### config.mk
export PLATFORM = sky130hd
export DESIGN_NAME = pc_flag_unit_flat
export DESIGN_NICKNAME = d
export VERILOG_FILES = /design/src/rtl/pc_flag_unit_pkg.sv /design/src/rtl/pc_flag_unit_if.sv /design/src/rtl/pc_flag_unit_cond_eval.sv /design/src/rtl/pc_flag_unit.sv /design/src/flat_wrapper.sv
export SDC_FILE = /design/constraint.sdc
export NUM_CORES = 1
export LEC_CHECK = 0
export ABC_AREA = 1
export CAP_MARGIN = 20
export CORE_ASPECT_RATIO = 0.9
export CORE_MARGIN = 4
export CORE_UTILIZATION = 35
export CTS_BUF_LIST = sky130_fd_sc_hd__clkbuf_4 sky130_fd_sc_hd__clkbuf_8 sky130_fd_sc_hd__clkbuf_16
export CTS_CLUSTER_SIZE = 25
export DETAILED_ROUTE_END_ITERATION = 12
export PLACE_DENSITY = 0.63
export SETUP_SLACK_MARGIN = 0.15
export SLEW_MARGIN = 10
export SYNTH_ARGS = -nofsm -noshare
export SYNTH_HDL_FRONTEND = slang
export SYNTH_HIERARCHICAL = 1
export SYNTH_SLANG_ARGS = --single-unit
### constraint.sdc
create_clock -name clk -period 4.8 [get_ports clk]
set_input_delay 0.96 -clock clk [delete_from_list [all_inputs] [get_ports clk]]
set_output_delay 0.96 -clock clk [all_outputs]
set_load 0.1 [all_outputs]
### src/rtl/pc_flag_unit_pkg.sv
// Shared constants for the PC / processor-status block: condition codes,
// PSR bit positions and the default reset PC.
package pc_flag_unit_pkg;

  localparam int unsigned RETIRED_W = 16;
  localparam logic [15:0] PC_RESET_DEFAULT = 16'h0000;

  // PSR layout {C,L,F,Z,N}
  localparam int unsigned PSR_C = 4;
  localparam int unsigned PSR_L = 3;
  localparam int unsigned PSR_F = 2;
  localparam int unsigned PSR_Z = 1;
  localparam int unsigned PSR_N = 0;

  localparam logic [3:0] CC_EQ  = 4'b0000;
  localparam logic [3:0] CC_NE  = 4'b0001;
  localparam logic [3:0] CC_CS  = 4'b0010;
  localparam logic [3:0] CC_CC  = 4'b0011;
  localparam logic [3:0] CC_HI  = 4'b0100;
  localparam logic [3:0] CC_LS  = 4'b0101;
  localparam logic [3:0] CC_GT  = 4'b0110;
  localparam logic [3:0] CC_LE  = 4'b0111;
  localparam logic [3:0] CC_FS  = 4'b1000;
  localparam logic [3:0] CC_FC  = 4'b1001;
  localparam logic [3:0] CC_LO  = 4'b1010;
  localparam logic [3:0] CC_HS  = 4'b1011;
  localparam logic [3:0] CC_LT  = 4'b1100;
  localparam logic [3:0] CC_GE  = 4'b1101;
  localparam logic [3:0] CC_UC  = 4'b1110;
  localparam logic [3:0] CC_JAL = 4'b1111;

endpackage

### src/rtl/pc_flag_unit_if.sv
// Controller-to-PC/PSR signal bundle; master is the controller side.
interface pc_flag_unit_if #(
  parameter int unsigned WIDTH = 16
);
  import pc_flag_unit_pkg::*;

  logic                 pc_add;
  logic                 pc_jump;
  logic                 pc_branch;
  logic [3:0]           flag_op;
  logic                 flag_write;
  logic [4:0]           alu_flags;
  logic [WIDTH-1:0]     imm;
  logic [WIDTH-1:0]     jump_target;
  logic [WIDTH-1:0]     pc;
  logic [WIDTH-1:0]     pc_link;
  logic [4:0]           psr;
  logic                 cond_true;
  logic                 taken;
  logic [RETIRED_W-1:0] retired;
  logic                 ctrl_err;

  modport master (
    output pc_add, pc_jump, pc_branch, flag_op, flag_write, alu_flags, imm, jump_target,
    input  pc, pc_link, psr, cond_true, taken, retired, ctrl_err
  );

  modport slave (
    input  pc_add, pc_jump, pc_branch, flag_op, flag_write, alu_flags, imm, jump_target,
    output pc, pc_link, psr, cond_true, taken, retired, ctrl_err
  );
endinterface

### src/rtl/pc_flag_unit_cond_eval.sv
// Combinational branch-condition evaluation of a condition code against the PSR.
module pc_flag_unit_cond_eval
  import pc_flag_unit_pkg::*;
(
  input  logic [3:0] flag_op,
  input  logic [4:0] psr,
  output logic       cond_true
);

  logic c, l, f, z, n;

  assign c = psr[PSR_C];
  assign l = psr[PSR_L];
  assign f = psr[PSR_F];
  assign z = psr[PSR_Z];
  assign n = psr[PSR_N];

  always_comb begin
    cond_true = 1'b0;
    unique case (flag_op)
      CC_EQ:  cond_true = z;
      CC_NE:  cond_true = ~z;
      CC_CS:  cond_true = c;
      CC_CC:  cond_true = ~c;
      CC_HI:  cond_true = l;
      CC_LS:  cond_true = ~l;
      CC_GT:  cond_true = n;
      CC_LE:  cond_true = ~n;
      CC_FS:  cond_true = f;
      CC_FC:  cond_true = ~f;
      CC_LO:  cond_true = ~l & ~z;
      CC_HS:  cond_true = l | z;
      CC_LT:  cond_true = ~n & ~z;
      CC_GE:  cond_true = n | z;
      CC_UC:  cond_true = 1'b1;
      CC_JAL: cond_true = 1'b1;
    endcase
  end

endmodule

### src/rtl/pc_flag_unit.sv
// Architectural PC and PSR, jump/branch resolution, JAL link value,
// retired-instruction counter and sticky multi-strobe error flag.
module pc_flag_unit
  import pc_flag_unit_pkg::*;
#(
  parameter int unsigned     WIDTH    = 16,
  parameter logic [WIDTH-1:0] RESET_PC = WIDTH'(PC_RESET_DEFAULT)
) (
  input logic           clk,
  input logic           reset,
  pc_flag_unit_if.slave bus
);

  logic [WIDTH-1:0]     pc_q, pc_d, pc_inc;
  logic [4:0]           psr_q, psr_d;
  logic                 taken_q, taken_d;
  logic [RETIRED_W-1:0] retired_q, retired_d;
  logic                 err_q, err_d;
  logic                 cond_true;
  logic                 any_strobe, multi_strobe;

  pc_flag_unit_cond_eval u_cond_eval (
    .flag_op   (bus.flag_op),
    .psr       (psr_q),
    .cond_true (cond_true)
  );

  assign pc_inc       = pc_q + WIDTH'(1);
  assign any_strobe   = bus.pc_add | bus.pc_jump | bus.pc_branch;
  assign multi_strobe = (bus.pc_add & bus.pc_jump) | (bus.pc_add & bus.pc_branch) |
                        (bus.pc_jump & bus.pc_branch);

  always_comb begin
    pc_d      = pc_q;
    taken_d   = taken_q;
    psr_d     = bus.flag_write ? bus.alu_flags : psr_q;
    retired_d = any_strobe ? retired_q + RETIRED_W'(1) : retired_q;
    err_d     = err_q | multi_strobe;
    // Condition always sees the registered PSR, even if flag_write is high this cycle.
    if (bus.pc_jump) begin
      pc_d    = cond_true ? bus.jump_target : pc_inc;
      taken_d = cond_true;
    end else if (bus.pc_branch) begin
      pc_d    = cond_true ? pc_q + bus.imm : pc_inc;
      taken_d = cond_true;
    end else if (bus.pc_add) begin
      pc_d    = pc_inc;
      taken_d = 1'b0;
    end
  end

  always_ff @(posedge clk) begin
    if (!reset) begin
      pc_q      <= RESET_PC;
      psr_q     <= '0;
      taken_q   <= 1'b0;
      retired_q <= '0;
      err_q     <= 1'b0;
    end else begin
      pc_q      <= pc_d;
      psr_q     <= psr_d;
      taken_q   <= taken_d;
      retired_q <= retired_d;
      err_q     <= err_d;
    end
  end

  assign bus.pc        = pc_q;
  assign bus.pc_link   = pc_inc;
  assign bus.psr       = psr_q;
  assign bus.cond_true = cond_true;
  assign bus.taken     = taken_q;
  assign bus.retired   = retired_q;
  assign bus.ctrl_err  = err_q;

endmodule

### src/flat_wrapper.sv
// flat-port wrapper written by rule: the top's interface ports become plain ports
module pc_flag_unit_flat import pc_flag_unit_pkg::*;
#(
  parameter int unsigned     WIDTH    = 16,
  parameter logic [WIDTH-1:0] RESET_PC = WIDTH'(PC_RESET_DEFAULT)
)
  (clk, reset, bus_pc_add, bus_pc_jump, bus_pc_branch, bus_flag_op, bus_flag_write, bus_alu_flags, bus_imm, bus_jump_target, bus_pc, bus_pc_link, bus_psr, bus_cond_true, bus_taken, bus_retired, bus_ctrl_err);
  pc_flag_unit_if #(.WIDTH(WIDTH)) bus_i ();
  input logic clk;
  input logic reset;
  input wire logic [$bits(bus_i.pc_add)-1:0] bus_pc_add;
  input wire logic [$bits(bus_i.pc_jump)-1:0] bus_pc_jump;
  input wire logic [$bits(bus_i.pc_branch)-1:0] bus_pc_branch;
  input wire logic [$bits(bus_i.flag_op)-1:0] bus_flag_op;
  input wire logic [$bits(bus_i.flag_write)-1:0] bus_flag_write;
  input wire logic [$bits(bus_i.alu_flags)-1:0] bus_alu_flags;
  input wire logic [$bits(bus_i.imm)-1:0] bus_imm;
  input wire logic [$bits(bus_i.jump_target)-1:0] bus_jump_target;
  output wire logic [$bits(bus_i.pc)-1:0] bus_pc;
  output wire logic [$bits(bus_i.pc_link)-1:0] bus_pc_link;
  output wire logic [$bits(bus_i.psr)-1:0] bus_psr;
  output wire logic [$bits(bus_i.cond_true)-1:0] bus_cond_true;
  output wire logic [$bits(bus_i.taken)-1:0] bus_taken;
  output wire logic [$bits(bus_i.retired)-1:0] bus_retired;
  output wire logic [$bits(bus_i.ctrl_err)-1:0] bus_ctrl_err;
  assign bus_i.pc_add = bus_pc_add;
  assign bus_i.pc_jump = bus_pc_jump;
  assign bus_i.pc_branch = bus_pc_branch;
  assign bus_i.flag_op = bus_flag_op;
  assign bus_i.flag_write = bus_flag_write;
  assign bus_i.alu_flags = bus_alu_flags;
  assign bus_i.imm = bus_imm;
  assign bus_i.jump_target = bus_jump_target;
  assign bus_pc = bus_i.pc;
  assign bus_pc_link = bus_i.pc_link;
  assign bus_psr = bus_i.psr;
  assign bus_cond_true = bus_i.cond_true;
  assign bus_taken = bus_i.taken;
  assign bus_retired = bus_i.retired;
  assign bus_ctrl_err = bus_i.ctrl_err;
  pc_flag_unit #(.WIDTH(WIDTH), .RESET_PC(RESET_PC)) u_core (.clk(clk), .reset(reset), .bus(bus_i));
endmodule
# Yosys cells after proc, flatten, opt, wreduce, memory -nomap -nowiden
# Cells that the tools add are included.
# word_totals
register_bits	39
inputBits	47
output_inout_bits	56
# classes
n_addsub	3
eq_ne	15
n_mux	9
bitwise	17
reduce_logical	3
# ops
op	n
2-to-1 mux 16 bit	5
adder 16 x 1 -> 16 bit, second input constant	2
equality test 4 bit, second input constant	8
adder 16 bit	1
equality test 4 x 3 -> 1 bit, second input constant	4
case mux 1 bit (15 select lines)	1
equality test 4 x 2 -> 1 bit, second input constant	2
bitwise OR 1 bit	7
AND 1 bit	5
NOT 1 bit	5
equality test 4 x 1 -> 1 bit, second input constant	1
zero test 4 bit	1
2-to-1 mux 1 bit	3
nonzero test 3 bit	1
OR reduction 2 bit	1

# Logic depth before layout (Yosys ltp)
# Gate-level depths: netlist of the first run.
# depth
depth_word	6
mapped_depth	16

# By module
# Netlist of the first run, hierarchy kept.
# by_module_without_submodules
module	instances	cells_each	area_per_inst_um2	seq_area_each_um2
pc_flag_unit	1	548	3296.9	780.7
pc_flag_unit_cond_eval	1	46	212.7	0.0

# Worst setup path after synthesis of the first run
# Ideal clock, no wire load.
# synth_path
path_kind	reg2out
from	reg u_core.pc_q[1] (netlist: u_core/bus.pc[1])
to	out bus_pc_link[4]
t_arrival_ns	3.182
t_required_ns	3.840
path_slack_ns	0.658
stages_incl_launch_ff	5
n_path_buf	0
path_cell_list	dfxtp_1 ha_1 nand2_2 nor2_4 xor2_1
# synth_via
elab_chain_len	1
# synth_rtl
item	line_no	rtl
start: declaration	pc_flag_unit.sv:14	logic [WIDTH-1:0] pc_q, pc_d, pc_inc;
start signal: assignment	pc_flag_unit.sv:60	pc_q <= pc_d;
adder 16 x 1 -> 16 bit	pc_flag_unit.sv:28	assign pc_inc = pc_q + WIDTH'(1);
end: declaration	flat_wrapper.sv:20	output wire logic [$bits(bus_i.pc_link)-1:0] bus_pc_link;
# No other way between the ends.

# Final worst setup path of the first run
# Same ends and word-level chain as after synthesis.

==> results of run 1 <==
-- flip-flops by register name, summed over array words and instances (netlist names) --
name                 flops
u_core/bus.ctrl_err      1
u_core/bus.pc           16
u_core/bus.psr           5
u_core/bus.retired      16
u_core/bus.taken         1
-- power groups by stage --
stage                     clock [mW]  combinational [mW]  sequential, mW
after CTS                      0.298               0.745           0.387
after floorplan                    0               0.389           0.548
final                          0.289               0.746           0.386
after global routing           0.307               0.799           0.392
after global placement             0               0.737           0.393
after detailed placement           0               0.742           0.394
-- Yosys cell counts --
cell      number
a21boi_0       1
a21oi_1       39
a21oi_2        4
a221oi_1       1
a31oi_1        1
a41oi_1        2
and2_1         4
buf_2          5
buf_6          1
clkbuf_1       5
clkinv_1       2
dfxtp_1       39
fa_1           1
ha_1          17
inv_1         85
inv_2          3
nand2_1      176
nand2_2        8
nand2_4        1
nand3_1       44
nand3_2        1
nand3b_1       1
nand4_1        8
nor2_1        62
nor2_2         4
nor2_4         4
nor3_1         7
nor3_2         1
nor3_4         2
nor3b_2        1
o211ai_1       1
o21a_1         1
o21ai_0       43
o21ai_1        3
o21ai_2        2
o221ai_1       2
or2_0          1
xnor2_1        2
xnor2_2        2
xor2_1         6
xor2_2         1
-- per-stage QoR --
step | total power, mW | hold WS (ps) | setup WS (ps) | area, sq um | utilization [%]
4_1_cts | 1.43 | 480 | 982 | 4750 | 48.8
3_5_place_dp | 1.14 | 463 | 1130 | 4640 | 47.6
2_1_floorplan | 0.938 | 900 | 658 | 3510 | -
3_3_place_gp | 1.13 | 452 | 1260 | 4640 | 47.6
6_report | 1.42 | 472 | 983 | 4750 | 48.8
5_1_grt | 1.50 | 504 | 885 | 4750 | 48.8
-- how the worst min path moves through the flow --
stage / start / to / slack (ps) / depth (start not counted)
2_1_floorplan: u_core/bus.taken / u_core/bus.taken / 900 / 2
3_3_place_gp: u_core/bus.taken / u_core/bus.taken / 450 / 2
3_5_place_dp: u_core/bus.taken / u_core/bus.taken / 460 / 2
4_1_cts: u_core/bus.taken / u_core/bus.taken / 480 / 2
5_1_grt: u_core/bus.taken / u_core/bus.taken / 500 / 2
6_report: u_core/bus.taken / u_core/bus.taken / 470 / 2
-- per-layer routing --
layer  part of all wire (%)  up-vias  routed length (um)  GRT usage (%)
li1                       -     2110                   -              -
met1                     48     1817                5550           27.1
met2                     44      142                5000           31.4
met3                    7.6        8                 873           3.87
met4                   0.57        0                  65           3.88
met5                      0        -                   0              0
-- cell families after synthesis --
kind of cell | after synthesis | share of synthesized area, %
XOR/XNOR | 11 | 3.39
buffers and inverters | 101 | 11.2
AO/OA/AOI/OAI | 100 | 15.7
flip-flops | 39 | 22.2
AND/OR/NAND/NOR | 325 | 40.9
adder cells (fa/ha/maj) | 18 | 6.63
-- area by class of cell --
class	instances	area [sq um]	share of cell area [%]
inverters	90	338	7.11
well taps	126	158	3.32
clock buffers	5	68.8	1.45
multi-input cells	454	2340	49.2
repair buffers	103	1030	21.6
clock inverters	3	43.8	0.922
flip-flops and latches	39	781	16.4
-- worst min-delay path, cell delays in order (launching register included) --
cell	delay (ps)
dfxtp_1	320
nand2_1	60
a21oi_1	50
==> flow_summary.yaml, run 1 <==
synthesis:
  seq_area_frac_synth_pct: 22.2
  syn-cell-area_sq_um: 3510
  yosysTopAreaCell: "dfxtp_1"
  synth_top_area_share_pct: 22.2
  syn_avg_cell_area_sq_um: 5.91
  synth_cell_types: 41
  ys_ff_latch: 39
  yosysWarningCount: 6
  synth_area_leaders: "dfxtp_1 22%, nand2_1 19%, inv_1 9.1%"
  synthCells: 594
  synth_nets: 659
cts:
  htreeDepth: 2
  cts_buffer_depth: 2
  numCtsBuffers: 5
  clkSinkCount: 39
  clockRootBuffer: "clkbuf_8"
  post_cts_buffers: 0
  cts_tree: "yes"
  clk_pin_slew_ps: 90
  cts_hold_buf: 0
  ctsResizeCount: 0
  clkLatencyLatePin_ps: 300
routing:
  drc: 0
  drt_iter0_markers: 338
  wirelength_um: 11500
  wire_per_inst_um: 14.0
  dr_total_vias: 4077
  dr.pass1.iters: 5
  vias_per_cell: 4.97
  ant_nets: 0
finish:
  final_cells: 820
  area.growth.synth_to_final_pct: 35.4
  drive_above_1_share_pct: 6.34
  fillers: 996
  nNetsFinal: 758
  diodes: 0
  final_common_cell: "nand2_1"
  final_cell_mix: "176 x nand2_1, 101 x clkdlybuf4s50_1, 85 x inv_1, 62 x nor2_1, 44 x nand3_1"
power:
  swShare_pct: 50.4
  power_frac_comb_pct: 52.5
  power.leakage_nw: 2.18
  pwr_density_cell_nw_per_um2: 299
  seqPwrFrac_pct: 27.2
  cellInternalPower_mw: 0.704
  vdd_drop_max_mv: 0.250
  power_switching_mw: 0.717
  clkPwrFrac_pct: 20.3
floorplan:
  io-pin-count: 103
  fp.coreArea_sq_um: 9740
  die-height_um: 103
  start_util_pct: 36.0
  die_area_sq_um: 11700
  row_count: 34
  die_x_um: 114
setup_path:
  crit_start: "u_core/bus.pc[1]"
  startpoint_type: "flop"
  crit_path_max_fanout: 6
  required_ps: 3840
  regToRegStartpoint: "u_core/bus.psr[1]"
  cp_slowest_stage_delay_ps: 1210
  worst-path-buf-inv: 1
  path_depth: 5
  worstPathCellList: "ha_1 -> nand2_2 -> nor2_4 -> xor2_1 -> clkdlybuf4s50_1"
  cp_slowest_cell: "clkdlybuf4s50_1"
  worstReg2RegEnd: "u_core/bus.pc[3]"
  crit_end: "bus_pc_link[4]"
  r2r_setup_slack_ps: 2340
  critPathArrivalTime_ps: 2860
  ff2ff_path_depth: 11
  worst_path_dominant_cell_family: "buffers and inverters"
  endpoint_kind: "primary output"
  crit_type: "flop to primary output"
global_routing:
  grt_use_total_pct: 19.4
  grt_start_max_net_pins: 37
  grt_overflow: 0
  first_global_vias: 3816
  grt_pass1_wl_um: 18400
  grt_antenna_before_repair: 0
sta:
  rsz0062_at_grt: "no"
  final-hold-violation-count: 0
  period_needed_ps: 3820
  fin_worst_skew_ps: 12.5
  fin_crit_sh_pct: 79.5
  fmax_ghz: 0.262
  setup_viol: 0
  setup_tns_ps: 0
  drv_slew: 0
  slew-limit-headroom_pct: 31.8
  worst_pin_slew_ps: 1020
job:
  max_cap_violations: 0
min_path:
  hold_path.class: "flop to flop"
placed_design:
  dp_cells: 812
  hpwlAfterDp_um: 8850
  gp_congestion: 0.899
  port_buffers: 102
status:
  status: "finished clean"
Power figures use the tool's default switching activity.
==> run 2: changes to the inputs <==
==> constraint.sdc (replaced) <==
create_clock -name clk -period 3.7 [get_ports clk]
set_input_delay 0.74 -clock clk [delete_from_list [all_inputs] [get_ports clk]]
set_output_delay 0.74 -clock clk [all_outputs]
set_load 0.1 [all_outputs]
==> run 2 against run 1 <==
  * Combinational power grew 29%
  * Worst hold slack about the same
  * Clock skew shrank 0.70 ps
  * Register-to-register slack worse by 910 ps
  * Clock-buffer cell count did not move
  * Core utilization grew 0.26 points
  * Sequential cell count is the same
  * Largest cell class unchanged
==> flow_summary.yaml, run 2 (synthesized netlist as in run 1, its figures left out) <==
status:
  status: "finished clean"
setup_path:
  critPathArrivalTime_ps: 2470
  cp_slowest_cell: "clkdlybuf4s50_1"
  r2r_setup_slack_ps: 1430
  cp_slowest_stage_delay_ps: 550
  worstPathCellList: "clkdlybuf4s50_1 -> inv_2 -> nor2_2 -> a21boi_0 -> nand2_1 -> nand2_1 -> nand4_1 -> buf_12"
  crit_type: "primary input to primary output"
  startpoint_type: "primary input"
  crit_path_max_fanout: 7
  required_ps: 2960
  endpoint_kind: "primary output"
  crit_top_cell: "nand2_1"
finish:
  drive_above_1_share_pct: 10.3
  area.growth.synth_to_final_pct: 36.1
  nNetsFinal: 760
  final_cells: 822
  final_cell_mix: "176 x nand2_1, 85 x inv_1, 84 x clkdlybuf4s50_1, 62 x nor2_1, 44 x nand3_1"
  final_common_cell: "nand2_1"
  seqCellArea_sq_um: 787
  multi_input_area_sq_um: 2370
  fillers: 1052
  diodes: 0
cts:
  ctsResizeCount: 0
  cts_tree: "yes"
  cts_buffer_depth: 2
  clkSinkCount: 39
  clockRootBuffer: "clkbuf_8"
  htreeDepth: 2
  numCtsBuffers: 5
  cts_hold_buf: 0
  clk_pin_slew_ps: 90
  clkLatencyLatePin_ps: 300
  post_cts_buffers: 0
placed_design:
  post-place-ws_ps: 365
  gp_congestion: 0.871
  hpwlAfterDp_um: 9110
  port_buffers: 102
  dp_cells: 814
routing:
  dr.pass1.iters: 5
  wirelength_um: 11300
  drt_iter0_markers: 319
  wire_per_inst_um: 13.8
  vias_per_cell: 4.89
  dr_total_vias: 4022
  ant_nets: 0
  drc: 0
global_routing:
  first_global_vias: 3686
  grt_start_max_net_pins: 37
  grt_overflow: 0
  grt_pass1_wl_um: 18100
  grt_use_total_pct: 19.1
  grt_antenna_before_repair: 0
sta:
  final-hold-violation-count: 0
  setup_ws_ps: 492
  fin_crit_sh_pct: 86.7
  setup_tns_ps: 0
  setup_viol: 0
  whs_ps: 472
  drv_slew: 0
  worst_pin_slew_ps: 998
  fin_worst_skew_ps: 11.8
  slew-limit-headroom_pct: 33.3
  rsz0062_at_grt: "no"
  period_needed_ps: 3210
  fmax_ghz: 0.312
floorplan:
  die-height_um: 103
  fp.coreArea_sq_um: 9740
  die_x_um: 114
  row_count: 34
  start_util_pct: 36.0
  die_area_sq_um: 11700
  io-pin-count: 103
power:
  pwr_density_cell_nw_per_um2: 386
  vdd_drop_max_mv: 0.343
  power.leakage_nw: 2.23
job:
  max_cap_violations: 0
min_path:
  hold_path.class: "flop to flop"
==> run 2: changes by cell type in the layout (fill, tap and decap cells not counted) <==
cell,change
xor2_2,+4
buf_12,+1
clkdlybuf4s50_1,-17
dfxtp_2,+5
clkinv_2,-1
inv_6,+1
xor2_1,-4
buf_4,+18
dfxtp_1,-5
==> run 2: area by class of cell <==
class / count / area share, %
Clock buffer: 5 / 1.44
Clock inverter: 3 / 0.996
Inverter: 90 / 7.07
Multi-Input combinational cell: 454 / 49.5
Sequential cell: 39 / 16.5
Tap cell: 126 / 3.30
Timing Repair Buffer: 105 / 21.2
==> run 2: worst max-delay path: cells and delay by family <==
| kind | cells | cell delay (ps) |
|---|---|---|
| buffers and inverters | 3 | 1010 |
| AO/OA/AOI/OAI | 1 | 170 |
| AND/OR/NAND/NOR | 4 | 550 |
==> run 2: metal layers <==
metal / track usage [%] / wire [um]
met5: 0 / 0
met1: 27.5 / 5500
met4: 1.57 / 32
met2: 30.3 / 4960
met3: 4.64 / 851
==> run 2: metrics by stage <==
step           total power [mW]  area [sq um]  util, %
3_3_place_gp               1.47          4660     47.8
6_report                   1.84          4780     49.0
3_5_place_dp               1.48          4660     47.8
4_1_cts                    1.86          4780     49.0
5_1_grt                    1.96          4780     49.0
2_1_floorplan              1.22          3550        -
==> run 2: final timing paths <==
check	start	to	depth (start not counted)
worst min-delay path	u_core/bus.taken	u_core/bus.taken	2
worst max-delay path	bus_flag_op[1]	bus_cond_true	8
worst min register to register	u_core/bus.taken	u_core/bus.taken	2
worst max register to register	u_core/bus.psr[1]	u_core/bus.pc[3]	12
==> run 2: where the power goes <==
part	switching, mW	total [mW]	internal [mW]
clock	0.170	0.375	0.205
sequential	0.0534	0.504	0.451
combinational	0.701	0.964	0.263
